`src/rtl/op_pkg.sv`:
```
// Shared opcode constants and FSM state type for the operation-select path.
// Used by op_select_encoder and the 2-to-4 op decoder.
package op_pkg;

   localparam logic [1:0] OP_ADD = 2'b00;
   localparam logic [1:0] OP_SUB = 2'b01;
   localparam logic [1:0] OP_AND = 2'b10;
   localparam logic [1:0] OP_OR  = 2'b11;

   typedef enum logic [1:0] {
      IDLE    = 2'b00,
      HOLD    = 2'b01,
      RELEASE = 2'b10
   } state_t;

   // 2-to-4 decode: opcode to one-hot button position.
   function automatic logic [3:0] op_decode(input logic [1:0] op);
      logic [3:0] onehot;
      onehot = '0;
      onehot[op] = 1'b1;
      return onehot;
   endfunction

   // Inverse of op_decode; only meaningful for single-hot inputs.
   function automatic logic [1:0] op_encode(input logic [3:0] onehot);
      logic [1:0] op;
      case (onehot)
         4'b0010: op = OP_SUB;
         4'b0100: op = OP_AND;
         4'b1000: op = OP_OR;
         default: op = OP_ADD;
      endcase
      return op;
   endfunction

endpackage

```
`src/rtl/btn_debounce.sv`:
```
// Two-flop synchronizer plus stability counter; stable updates once the
// synchronized vector has held for DB_CYCLES consecutive matching cycles.
module btn_debounce #(
   parameter int unsigned WIDTH     = 4,
   parameter int unsigned DB_CYCLES = 4
) (
   input  logic             clk,
   input  logic             rst_n,
   input  logic [WIDTH-1:0] din,
   output logic [WIDTH-1:0] stable
);

   localparam logic [7:0] CNT_MAX  = 8'(DB_CYCLES);
   localparam logic [7:0] CNT_LOAD = 8'(DB_CYCLES - 1);

   logic [WIDTH-1:0] sync1;
   logic [WIDTH-1:0] sync2;
   logic [WIDTH-1:0] prev;
   logic [7:0]       cnt;

   // stable is written only on the edge the counter reaches CNT_MAX; while
   // saturated sync2 cannot differ from it, so no further load is needed.
   always_ff @(posedge clk or negedge rst_n) begin
      if (!rst_n) begin
         sync1  <= '0;
         sync2  <= '0;
         prev   <= '0;
         cnt    <= '0;
         stable <= '0;
      end else begin
         sync1 <= din;
         sync2 <= sync1;
         prev  <= sync2;
         if (sync2 == prev) begin
            if (cnt != CNT_MAX) begin
               cnt <= cnt + 8'd1;
            end
            if (cnt == CNT_LOAD) begin
               stable <= sync2;
            end
         end else begin
            cnt <= '0;
         end
      end
   end

endmodule

```
`src/rtl/op_select_encoder.sv`:
```
// Debounced one-hot button to 2-bit opcode encoder with a valid/ready
// handshake; one operation per press, multi-button presses flagged.
module op_select_encoder
   import op_pkg::*;
#(
   parameter int unsigned DB_CYCLES = 4
) (
   input  logic       clk,
   input  logic       rst_n,
   input  logic [3:0] btn,
   input  logic       op_ready,
   output logic [1:0] op_sel,
   output logic       op_valid,
   output logic       multi_err
);

   state_t     state;
   state_t     state_nxt;
   logic [3:0] stable;
   logic       single_hot;
   logic       multi_hot;

   btn_debounce #(
      .WIDTH     (4),
      .DB_CYCLES (DB_CYCLES)
   ) u_debounce (
      .clk    (clk),
      .rst_n  (rst_n),
      .din    (btn),
      .stable (stable)
   );

   always_comb begin
      single_hot = (stable != '0) && ((stable & (stable - 4'd1)) == '0);
      multi_hot  = (stable != '0) && !single_hot;
   end

   always_ff @(posedge clk or negedge rst_n) begin
      if (!rst_n) begin
         state <= IDLE;
      end else begin
         state <= state_nxt;
      end
   end

   always_comb begin
      state_nxt = state;
      case (state)
         IDLE: begin
            if (single_hot) begin
               state_nxt = HOLD;
            end else if (multi_hot) begin
               state_nxt = RELEASE;
            end
         end
         HOLD: begin
            if (op_ready) begin
               state_nxt = RELEASE;
            end
         end
         RELEASE: begin
            if (stable == '0) begin
               state_nxt = IDLE;
            end
         end
         default: state_nxt = IDLE;
      endcase
   end

   always_comb begin
      op_valid = (state == HOLD);
   end

   // op_sel and multi_err only change on the IDLE decision edge.
   always_ff @(posedge clk or negedge rst_n) begin
      if (!rst_n) begin
         op_sel    <= OP_ADD;
         multi_err <= 1'b0;
      end else if (state == IDLE) begin
         if (single_hot) begin
            op_sel    <= op_encode(stable);
            multi_err <= 1'b0;
         end else if (multi_hot) begin
            multi_err <= 1'b1;
         end
      end
   end

endmodule

```
`config.mk`:
```
export PLATFORM = sky130hd
export DESIGN_NAME = op_select_encoder
export DESIGN_NICKNAME = d
export VERILOG_FILES = /design/src/rtl/op_pkg.sv /design/src/rtl/btn_debounce.sv /design/src/rtl/op_select_encoder.sv
export SDC_FILE = /design/constraint.sdc
export NUM_CORES = 1
export LEC_CHECK = 0
export CAP_MARGIN = 20
export CORE_UTILIZATION = 55
export DETAILED_ROUTE_END_ITERATION = 10
export GPL_ROUTABILITY_DRIVEN = 0
export PLACE_DENSITY_LB_ADDON = 0.2
export SLEW_MARGIN = 5
export SYNTH_ARGS = -nofsm -noshare
export SYNTH_HDL_FRONTEND = slang
export SYNTH_SLANG_ARGS = --single-unit
export TNS_END_PERCENT = 20
```
`constraint.sdc`:
```
create_clock -name clk -period 1.8 [get_ports clk]
set_input_delay 0.36 -clock clk [delete_from_list [all_inputs] [get_ports clk]]
set_output_delay 0.36 -clock clk [all_outputs]
set_load 0.02 [all_outputs]
```
-- After elaboration in Yosys (flattened, before gate mapping)
Cells that the tools add are included.
- register bits: 29
- input bits: 7
- output and inout port bits: 4
- logic and storage cells: 45
- add/subtract/negate cells: 2
- equal/unequal tests: 12
- mux-type cells: 10
- bitwise logic cells: 1
- reduce and logical (&&, ||, !) cells: 12
- operators by type and width (kind ; number):
    $mux 8 ; 2
    $pmux 2 s3 ; 2
    $add 8x1->8 const B ; 1
    $eq 8x2->1 const B ; 1
    $logic_not 4->1 ; 2
    $mux 2 ; 4
    $ne 8x3->1 const B ; 1
    $ne 2x2->1 const B ; 3
    $reduce_and 2->1 ; 3
    $and 4x4->4 ; 1
    $eq 4x2->1 const B ; 1
    $eq 4x3->1 const B ; 1
    $eq 4x4->1 ; 1
    $eq 4x4->1 const B ; 1
    $reduce_bool 4->1 ; 1
    $sub 4x1->4 const B ; 1
    $ne 3x3->1 const B ; 1
    $reduce_and 3->1 ; 1
    $eq 2x1->1 const B ; 1
    $eq 2x2->1 const B ; 1
    $logic_and 1x1->1 ; 2
    $logic_not 2->1 ; 1
    $mux 1 ; 2
    $reduce_bool 2->1 ; 1
    $logic_not 1->1 ; 1

-- Logic depth before layout (Yosys ltp)
Gate-level depths: netlist of the first run.
- depth after elaboration: 9
- mapped depth: 5
- mapped depth without buffers: 5

-- By module
Synthesis of the first run repeated with hierarchy kept, for this count alone.
- cell total of the unflattened synthesis: 101
- area total of the unflattened synthesis: 1223.7 sq um
- modules (own cells, without submodules) (module ; times used ; cells each ; area an instance (sq um) ; sequential area each (sq um)):
    btn_debounce ; 1 ; 68 ; 912.1 ; 600.6
    op_select_encoder ; 1 ; 33 ; 311.5 ; 125.1

-- Worst setup path after synthesis of the first run
OpenSTA, ideal clock, no wires.
- path type: flip-flop to flip-flop
- from: reg u_debounce.sync2[2]
- to: reg u_debounce.stable[0]
- library setup time: 125 ps
- arrival time: 1298 ps
- required time: 1675 ps
- slack: 378 ps
- stages on the path, launching flop included: 5
- path buffers: 0
- clock period less this slack: 1422 ps
- cell sequence: dfrtp_1 -> xnor2_1 -> nand4_4 -> nor2_4 -> mux2_2
- cells in the longest elaborated chain, start to end: 2
- ends and longest elaborated chain (item ; RTL line ; text):
    start: declaration ; btn_debounce.sv:17 ; logic [WIDTH-1:0] sync2;
    start signal: assignment ; btn_debounce.sv:32 ; sync2 <= sync1;
    $eq 4x4->1 ; btn_debounce.sv:34 ; if (sync2 == prev) begin
    $reduce_and 2->1 (no line) ; - ;
    end signal: assignment ; btn_debounce.sv:39 ; stable <= sync2;
    end: declaration ; btn_debounce.sv:10 ; output logic [WIDTH-1:0] stable
Every way passes these cells.
A chain may end at the register's enable or synchronous reset.

-- Worst setup path in the final report of the first run
- from: reg op_sel[0]
- to: out op_sel[0]
- RTL lines (item ; RTL line ; text):
    start: declaration ; op_select_encoder.sv:12 ; output logic [1:0] op_sel,
    start signal: assignment ; op_select_encoder.sv:81 ; op_sel <= op_encode(stable);
No word-level cell between the ends.

==> out/results.ini, run 1 <==
[timing]
relSlewSlack = 0.7630
tightestPinTransition_ps = 355.4
min_period_ps = 1701
hold_viol = 0
drv_slew = 0
finalSetupTns_ps = 0
period_share = 0.9452
fin_skew_ps = 6.735
setup_violations = 0
rsz0062_at_grt = no
max_freq_mhz = 587.8

[placed_design]
placed_cells = 139
hpwl_um = 1330
portBuffers = 10

[power_and_ir_drop]
power.internal_uw = 933.0
p_comb_frac = 0.062
clkPwrFrac = 0.366
powerDensity_nw_per_um2 = 835.8
pwr-share-seq = 0.572
vdd_ir_drop_max_uv = 811.3
p_sw_uw = 264.4
leakagePower_uw = 0.0006483
p_sw_frac = 0.2208

[worst_setup_path]
cp-start-kind = flip-flop
critPathMaxStageDelay_ps = 620
slowest_stage = clkdlybuf4s50_1
cp_max_fo = 4
cp.required_ps = 1440
cp_num_buf_inv = 1
criticalPathCategory = flip-flop to primary output
critical_path_arrival_ps = 1340
cp_cell_sequence = clkdlybuf4s50_1
crit_family = buffers and inverters
endpoint_kind = primary output

[clock_tree]
clk_pin_slew_ps = 80
htreeDepth = 2
insertion_delay_ps = 320
cts_buffers = 5
postCtsSetupBuffers = 0
cts_tree = done
cts_buffer_depth = 2
clock-root-buffer = clkbuf_4
cts_num_sinks = 29

[global_route]
grt_overflow = 0
grt_pass1_wl_um = 3387
antenna_found_initial = 0
grt_pass1_vias = 767
grt_usage = 0.1954
grt_max_degree = 30

[logic_synthesis]
yosysUniqueCellTypes = 32
syn_area_um2 = 1227
ys_seq_area_frac = 0.5912
avgSynthCellArea_um2 = 12.03
yosys_warnings = 0
synthCells = 102
synth_fp_nets = 111
synth-seq-cells = 29

[drt]
final_antenna_net_count = 0
wirelength_um = 1968
drtIter0Drc = 12
wl_per_cell_um = 13.39
via_per_inst = 5.456
drcViolationCount = 0
vias = 802
dr.pass1.iters = 4

[job]
cap_violations = 0

[die]
dieWidth_um = 49.24
dieHeight_um = 49.24
core_um2 = 2022
rows = 16
io_pins = 11
start_util = 0.6071
die-area_um2 = 2425

[outcome]
status = finished, final reports clean

[cells_and_area]
drive_gt1_frac = 0.1417
fin_nets = 128
final_cells = 147
syn2layout_area_growth_pct = 16.72
antenna_cells = 0

[hold_path]
hp-class = flip-flop to flip-flop

Yosys cell counts (all sizes together):
library cell	instances	share of area
buf	1	0.0041
nor4b	1	0.0071
nand2b	1	0.0051
a31oi	1	0.0051
o21a	2	0.012
nand2	3	0.0092
o31ai	1	0.0061
mux2i	1	0.0082
nand4	2	0.022
o21ai	2	0.0082
xnor2	5	0.036
nand3b	1	0.0061
inv	3	0.0092
xor2	5	0.036
nor2b	2	0.010
and3	3	0.015
dfrtp	29	0.59
nand4b	1	0.0071
a21oi	5	0.020
a311o	1	0.0082
and2	1	0.0051
nor2	14	0.049
nand3	5	0.020
nor3	2	0.012
a211oi	2	0.012
or3	1	0.0092
ha	2	0.020
a221o	1	0.0082
mux2	4	0.037
final cells by class:
type | count | area (um^2)
multi-input combinational | 69 | 485.5
clock inverter | 1 | 5.005
timing repair buffer | 11 | 106.4
clock buffer | 7 | 65.06
fill | 151 | 589.3
inverter | 3 | 11.26
sequential | 29 | 725.7
tap | 27 | 33.78
power groups by stage:
| stage | logic [uW] | clock network (uW) | registers, uW |
|---|---|---|---|
| 3_3_place_gp | 74.4 | 0 | 697 |
| 3_5_place_dp | 76.0 | 0 | 698 |
| 6_report | 74.3 | 438 | 685 |
| 2_1_floorplan | 28.9 | 0 | 701 |
| 5_1_grt | 82.0 | 487 | 688 |
| 4_1_cts | 75.9 | 460 | 686 |
repair_timing:
item,CTS,global route
resized for setup,1,0
setup endpoints to repair,1,0
hold endpoints to repair,0,0
hold buffers,0,0
kinds of logic after synthesis:
group | Yosys count | synth area share
AO/OA/AOI/OAI | 15 | 0.08053
AND/OR/NAND/NOR | 37 | 0.1784
flip-flops | 29 | 0.5912
XOR/XNOR | 10 | 0.07135
multiplexers | 5 | 0.04485
buffers and inverters | 4 | 0.01325
adder cells (fa/ha/maj) | 2 | 0.02038
worst paths after layout:
kind	start	endpoint	slack, ps	depth (start not counted)
worst max-delay path	op_sel[0]	op_sel[0]	100	1
worst min-delay path	u_debounce.sync1[3]	u_debounce.sync2[3]	350	0
worst max register to register	u_debounce.cnt[6]	u_debounce.stable[3]	210	4
worst min register to register	u_debounce.sync1[3]	u_debounce.sync2[3]	350	0
max in group asynchronous	rst_n	state[1]	1130	2
min in group asynchronous	rst_n	u_debounce.cnt[2]	410	2
through the flow:
step / setup WS (ps) / instance area, um^2 / total power [uW] / hold WS (ps) / util
floorplan: 377.7 / 1227 / 730.0 / 64.41 / -
global placement: 262.5 / 1364 / 771.6 / 334.5 / 0.6745
detailed placement: 221.8 / 1364 / 774.4 / 338.6 / 0.6745
CTS: 78.48 / 1433 / 1222 / 360.3 / 0.7085
global route: 58.40 / 1433 / 1256 / 365.7 / 0.7085
finish: 98.69 / 1433 / 1197 / 355.0 / 0.7085
layer usage:
layer  GRT usage  wire length, um  share of wire
met5           0                0              0
met4     0.09314               29          0.015
met3     0.08411              126          0.064
met2      0.3014              927           0.47
met1      0.2338              885           0.45
placed cells by master, fill, tap and decap left out, types with 2 or more instances in the layout:
master	n
nor2_1	13
clkbuf_8	2
xnor2_1	5
clkbuf_4	5
a211oi_1	2
dfrtp_1	29
inv_1	3
clkdlybuf4s50_1	9
ha_1	2
and3_1	3
nand3_1	5
nand2_1	3
nor2b_1	2
mux2_2	4
o21ai_0	2
xor2_1	5
a21oi_1	5
o21a_1	2
flip-flops by register name, summed over array words and instances, names as in the netlist:
name	cells
u_debounce.cnt	8
u_debounce.prev	4
u_debounce.stable	4
u_debounce.sync1	4
u_debounce.sync2	4
op_sel	2
state	2
multi_err	1
No activity file was read; power rests on OpenSTA's default activity.
==> inputs of run 2 (changes only) <==
Settings changed: CORE_UTILIZATION 55 to 59.
Clock period 1.8 ns to 2.06 ns, I/O delays scaled along.
==> run 2 against run 1 <==
Routed wire length down 1.4%. Power up 3.4%. Clock power up 31%. Global-route usage up 1.7 points. Register-to-register slack better by 290 ps. Sequential power down 13%. Clock skew about the same. Clock-buffer cell count down 2.
==> out/results.ini, run 2 (synthesis gave the netlist of run 1 again) <==
[outcome]
status = finished, final reports clean  ; unchanged

[drt]
drcViolationCount = 0  ; unchanged
wirelength_um = 1940  ; was 1968 um
wl_per_cell_um = 13.20  ; was 13.39 um
via_per_inst = 5.483  ; was 5.456
dr.pass1.iters = 4  ; unchanged
vias = 806  ; was 802
drtIter0Drc = 13  ; was 12
final_antenna_net_count = 0  ; unchanged

[worst_setup_path]
critPathMaxStageDelay_ps = 630  ; was 620 ps
cp-start-kind = flip-flop  ; unchanged
cp_num_buf_inv = 1  ; unchanged
critical_path_arrival_ps = 1350  ; was 1340 ps
crit_family = buffers and inverters  ; unchanged
endpoint_kind = primary output  ; unchanged
slowest_stage = clkdlybuf4s50_1  ; unchanged
criticalPathCategory = flip-flop to primary output  ; unchanged
cp.required_ps = 1650  ; was 1440 ps
cp_cell_sequence = clkdlybuf4s50_1  ; unchanged
cp_max_fo = 4  ; unchanged

[die]
dieWidth_um = 47.61  ; was 49.24 um
start_util = 0.6256  ; was 0.6071
core_um2 = 1962  ; was 2022 um^2
die-area_um2 = 2267  ; was 2425 um^2
rows = 16  ; unchanged
io_pins = 11  ; unchanged
dieHeight_um = 47.61  ; was 49.24 um

[power_and_ir_drop]
leakagePower_uw = 0.0006760  ; was 0.0006483 uW
powerDensity_nw_per_um2 = 842.6  ; was 835.8 nW/um^2
vdd_ir_drop_max_uv = 700.4  ; was 811.3 uV

[global_route]
grt_overflow = 0  ; unchanged
grt_max_degree = 30  ; unchanged
antenna_found_initial = 0  ; unchanged
grt_pass1_wl_um = 2994  ; was 3387 um
grt_pass1_vias = 692  ; was 767
grt_usage = 0.2128  ; was 0.1954

[clock_tree]
cts_buffers = 5  ; unchanged
clk_pin_slew_ps = 90  ; was 80 ps
cts_tree = done  ; unchanged
insertion_delay_ps = 330  ; was 320 ps
cts_num_sinks = 29  ; unchanged
clock-root-buffer = clkbuf_4  ; unchanged
cts_buffer_depth = 2  ; unchanged
htreeDepth = 2  ; unchanged
cts_hold_buf = 0  ; unchanged

[cells_and_area]
antenna_cells = 0  ; unchanged
post-route-util = 0.7487  ; was 0.7085
largest_reg_flops = 8  ; unchanged
regMostFlops = u_debounce.cnt  ; unchanged
fin_nets = 128  ; unchanged
syn2layout_area_growth_pct = 19.67  ; was 16.72%
layout_common_cells = dfrtp_1 (29), nor2_1 (13), clkdlybuf4s50_1 (9)  ; unchanged
final_cells = 147  ; unchanged
finalInstanceArea_um2 = 1469  ; was 1433 um^2
layout_commonest_cell = dfrtp_1  ; unchanged
drive_gt1_frac = 0.1417  ; unchanged
nFillCells = 131  ; was 151

[timing]
min_period_ps = 1766
period_share = 0.8573
max_freq_mhz = 566.2
hold_viol = 0  ; unchanged
relSlewSlack = 0.7637  ; was 0.7630
finalSetupTns_ps = 0  ; unchanged
tightestPinTransition_ps = 354.4  ; was 355.4 ps
fin_skew_ps = 6.320  ; was 6.735 ps
rsz0062_at_grt = no  ; unchanged
setup_violations = 0  ; unchanged
drv_slew = 0  ; unchanged

[placed_design]
hpwl_um = 1340  ; was 1330 um
portBuffers = 10  ; unchanged
place_area_um2 = 1364  ; unchanged
placed_cells = 139  ; unchanged

[job]
cap_violations = 0  ; unchanged

[hold_path]
hp-class = flip-flop to flip-flop  ; unchanged

## run 2: changes by cell type in the layout (fill, tap and decap cells not counted)
cell            change
bufinv_16           +2
clkbuf_8            -2
dlygate4sd2_1       -1
dlymetal6s2s_1      +1
## run 2: final timing paths
| path | start | to | slack [ps] | depth (start not counted) |
|---|---|---|---|---|
| worst max-delay path | op_sel[1] | op_sel[1] | 290 | 1 |
| worst min-delay path | u_debounce.sync1[1] | u_debounce.sync2[1] | 350 | 0 |
| worst max register to register | u_debounce.sync2[2] | u_debounce.stable[3] | 500 | 4 |
| worst min register to register | u_debounce.sync1[1] | u_debounce.sync2[1] | 350 | 0 |
| max in group asynchronous | rst_n | u_debounce.stable[0] | 1350 | 2 |
| min in group asynchronous | rst_n | u_debounce.stable[1] | 450 | 2 |
## run 2: layout make-up
class / count / area [um^2] / area share
flip-flops and latches: 29 / 725.7 / 0.4940
multi-input cells: 69 / 485.5 / 0.3305
clock inverters: 3 / 65.06 / 0.04429
well taps: 27 / 33.78 / 0.02300
repair buffers: 11 / 110.1 / 0.07496
clock buffers: 5 / 37.54 / 0.02555
inverters: 3 / 11.26 / 0.007666
## run 2: per-layer routing
layer,vias up,share of wire,global-route usage
met5,-,0,0
met4,0,0.018,0.1389
met3,4,0.047,0.1170
met2,19,0.45,0.2822
met1,397,0.48,0.2675
li1,386,-,-
## run 2: report_power, final
| group | switching [uW] | total (uW) | internal, uW |
|---|---|---|---|
| Clock | 198 | 574 | 376 |
| Combinational | 33.8 | 65.5 | 31.6 |
| Sequential | 12.2 | 599 | 586 |
| Total | 244 | 1240 | 994 |
## run 2: per-stage QoR
step / worst slack (ps) / total power [uW] / hold slack (ps)
5_1_grt: 227.7 / 1285 / 362.7
4_1_cts: 61.81 / 1256 / 356.6
2_1_floorplan: 637.7 / 637.9 / 116.4
3_3_place_gp: 473.3 / 674.4 / 332.0
3_5_place_dp: 446.5 / 676.8 / 334.7
6_report: 294.0 / 1238 / 354.3
## run 2: what timing repair did
| action | 4_1_cts | 5_1_grt |
|---|---|---|
| buffers inserted | 0 | 0 |
| gates resized for setup | 0 | 1 |
| setup endpoints to repair | 0 | 1 |
==> inputs of run 3 (changes only) <==
Settings changed: CORE_UTILIZATION 59 to 55.
Clock period 2.06 ns to 1.9 ns, I/O delays scaled along.
==> run 3 against run 2 <==
Sequential share of layout area is 1.3 points higher. Cell area decreased by 2.5%. Flip-flop and latch count is the same. Die area grew 7.0%. Setup slack got worse by 96 ps. Critical path type unchanged. Critical endpoint is now op_sel[0]. Largest cell class unchanged. Largest power group unchanged.
==> out/results.ini, run 3 (synthesis gave the netlist of run 1 again) <==
[placed_design]
portBuffers = 10  ; unchanged
place_area_um2 = 1364  ; unchanged
hpwl_um = 1298  ; was 1340 um

[global_route]
grt_overflow = 0  ; unchanged
antenna_found_initial = 0  ; unchanged
grt_max_degree = 30  ; unchanged
grt_usage = 0.1809  ; was 0.2128
grt_pass1_wl_um = 3194  ; was 2994 um
grt_pass1_vias = 763  ; was 692

[drt]
vias = 808  ; was 806
wl_per_cell_um = 12.68  ; was 13.20 um
dr.pass1.iters = 4  ; unchanged
via_per_inst = 5.497  ; was 5.483
final_antenna_net_count = 0  ; unchanged
drcViolationCount = 0  ; unchanged
wirelength_um = 1864  ; was 1940 um
drtIter0Drc = 21  ; was 13

[timing]
setup_violations = 0  ; unchanged
rsz0062_at_grt = no  ; unchanged
tightestPinTransition_ps = 352.9  ; was 354.4 ps
max_freq_mhz = 587.6
period_share = 0.8957
fin_skew_ps = 6.978  ; was 6.320 ps
hold_viol = 0  ; unchanged
min_period_ps = 1702
finalSetupTns_ps = 0  ; unchanged
relSlewSlack = 0.7648  ; was 0.7637
drv_slew = 0  ; unchanged

[worst_setup_path]
critical_path_arrival_ps = 1320  ; was 1350 ps
worstSetupPathDepth = 1  ; unchanged
slowest_stage = clkdlybuf4s50_1  ; unchanged
critPathMaxStageDelay_ps = 620  ; was 630 ps
cp_cell_sequence = clkdlybuf4s50_1  ; unchanged
endpoint_kind = primary output  ; unchanged
cp.required_ps = 1520  ; was 1650 ps
cp_max_fo = 4  ; unchanged
r2r_cells = 4  ; unchanged
cp-start-kind = flip-flop  ; unchanged
criticalPathCategory = flip-flop to primary output  ; unchanged
crit_family = buffers and inverters  ; unchanged
cp_num_buf_inv = 1  ; unchanged

[clock_tree]
clk_pin_slew_ps = 90  ; about the same
insertion_delay_ps = 310  ; was 330 ps
cts_tree = done  ; unchanged
cts_buffers = 5  ; unchanged
cts_num_sinks = 29  ; unchanged
htreeDepth = 2  ; unchanged
cts_buffer_depth = 2  ; unchanged
clock-root-buffer = clkbuf_4  ; unchanged

[power_and_ir_drop]
p_comb_frac = 0.062  ; was 0.053
power.internal_uw = 884.2  ; was 993.7 uW
powerDensity_nw_per_um2 = 788.4  ; was 842.6 nW/um^2
p_sw_frac = 0.2171  ; was 0.1972
clkPwrFrac = 0.363  ; was 0.463
vdd_ir_drop_max_uv = 644.8  ; was 700.4 uV
pwr-share-seq = 0.575  ; was 0.484
leakagePower_uw = 0.0006483  ; was 0.0006760 uW
p_sw_uw = 245.2  ; was 244.1 uW

[cells_and_area]
seq_area_um2 = 725.7  ; unchanged
drive_gt1_frac = 0.1417  ; unchanged
finalInstanceArea_um2 = 1433  ; was 1469 um^2
layout_commonest_cell = dfrtp_1  ; unchanged
regMostFlops = u_debounce.cnt  ; unchanged
fin_nets = 128  ; unchanged
layout_common_cells = dfrtp_1 (29), nor2_1 (13), clkdlybuf4s50_1 (9)  ; unchanged
syn2layout_area_growth_pct = 16.72  ; was 19.67%
antenna_cells = 0  ; unchanged
nFillCells = 156  ; was 131
multi_input_area_um2 = 485.5  ; unchanged
largest_reg_flops = 8  ; unchanged

[outcome]
status = finished, final reports clean  ; unchanged

[die]
dieWidth_um = 49.24  ; was 47.61 um
start_util = 0.6071  ; was 0.6256
rows = 16  ; unchanged
die-area_um2 = 2425  ; was 2267 um^2
io_pins = 11  ; unchanged
core_um2 = 2022  ; was 1962 um^2
dieHeight_um = 49.24  ; was 47.61 um

[job]
cap_violations = 0  ; unchanged

[hold_path]
hp-class = flip-flop to flip-flop  ; unchanged
hold_path_depth = 0  ; unchanged

-- run 3: cell count changes in the layout (fill, tap and decap cells not counted) --
cell            previous run  this run
clkbuf_8                   0         2
dlygate4sd2_1              0         1
dlymetal6s2s_1             1         0
bufinv_16                  2         0
-- run 3: per-layer routing --
| layer | track usage | routed length, um | vias to the layer above |
|---|---|---|---|
| met2 | 0.2922 | 895 | 18 |
| met4 | 0.08824 | 19 | 0 |
| met5 | 0 | 0 | - |
| li1 | - | - | 392 |
| met3 | 0.06542 | 76 | 4 |
| met1 | 0.2116 | 873 | 394 |
-- run 3: power by group through the flow --
stage | clock network [uW] | logic (uW) | registers, uW
after floorplan | 0 | 27.4 | 664
after global placement | 0 | 70.5 | 660
after detailed placement | 0 | 71.5 | 662
after CTS | 427 | 71.8 | 650
after global routing | 443 | 77.3 | 652
final | 410 | 70.5 | 649
-- run 3: through the flow --
stage | hold slack [ps] | cells | total power (uW) | utilization | setup slack, ps
after global routing | 369.8 | 147 | 1172 | 0.7085 | 152.1
final | 357.2 | 147 | 1129 | 0.7085 | 198.2
after CTS | 361.3 | 147 | 1149 | 0.7085 | 181.2
after detailed placement | 338.6 | 139 | 733.5 | 0.6745 | 314.8
after floorplan | 84.41 | 102 | 691.6 | - | 477.7
after global placement | 334.3 | 139 | 731.0 | 0.6745 | 344.0
-- run 3: final timing paths --
kind                                startpoint                    to  slack (ps)
setup / recovery                     op_sel[0]             op_sel[0]         200
hold / removal             u_debounce.sync1[0]   u_debounce.sync2[0]         360
setup reg to reg             u_debounce.cnt[6]  u_debounce.stable[3]         310
hold reg to reg            u_debounce.sync1[0]   u_debounce.sync2[0]         360
max in group asynchronous                rst_n   u_debounce.sync1[3]        1190
min in group asynchronous                rst_n     u_debounce.cnt[4]         440
-- run 3: timing repair --
item | CTS | global route
endpoints found under the setup margin | 1 | 0
gates resized for setup | 1 | 0
setup buffers | 0 | 0
hold endpoints to repair | 0 | 0
hold buffers | 0 | 0
-- run 3: final cells by class --
type | count | share of cell area
Tap cell | 27 | 0.02358
Inverter | 3 | 0.007860
Multi-Input combinational cell | 69 | 0.3389
Timing Repair Buffer | 11 | 0.07424
Clock buffer | 7 | 0.04541
Clock inverter | 1 | 0.003493
Sequential cell | 29 | 0.5066
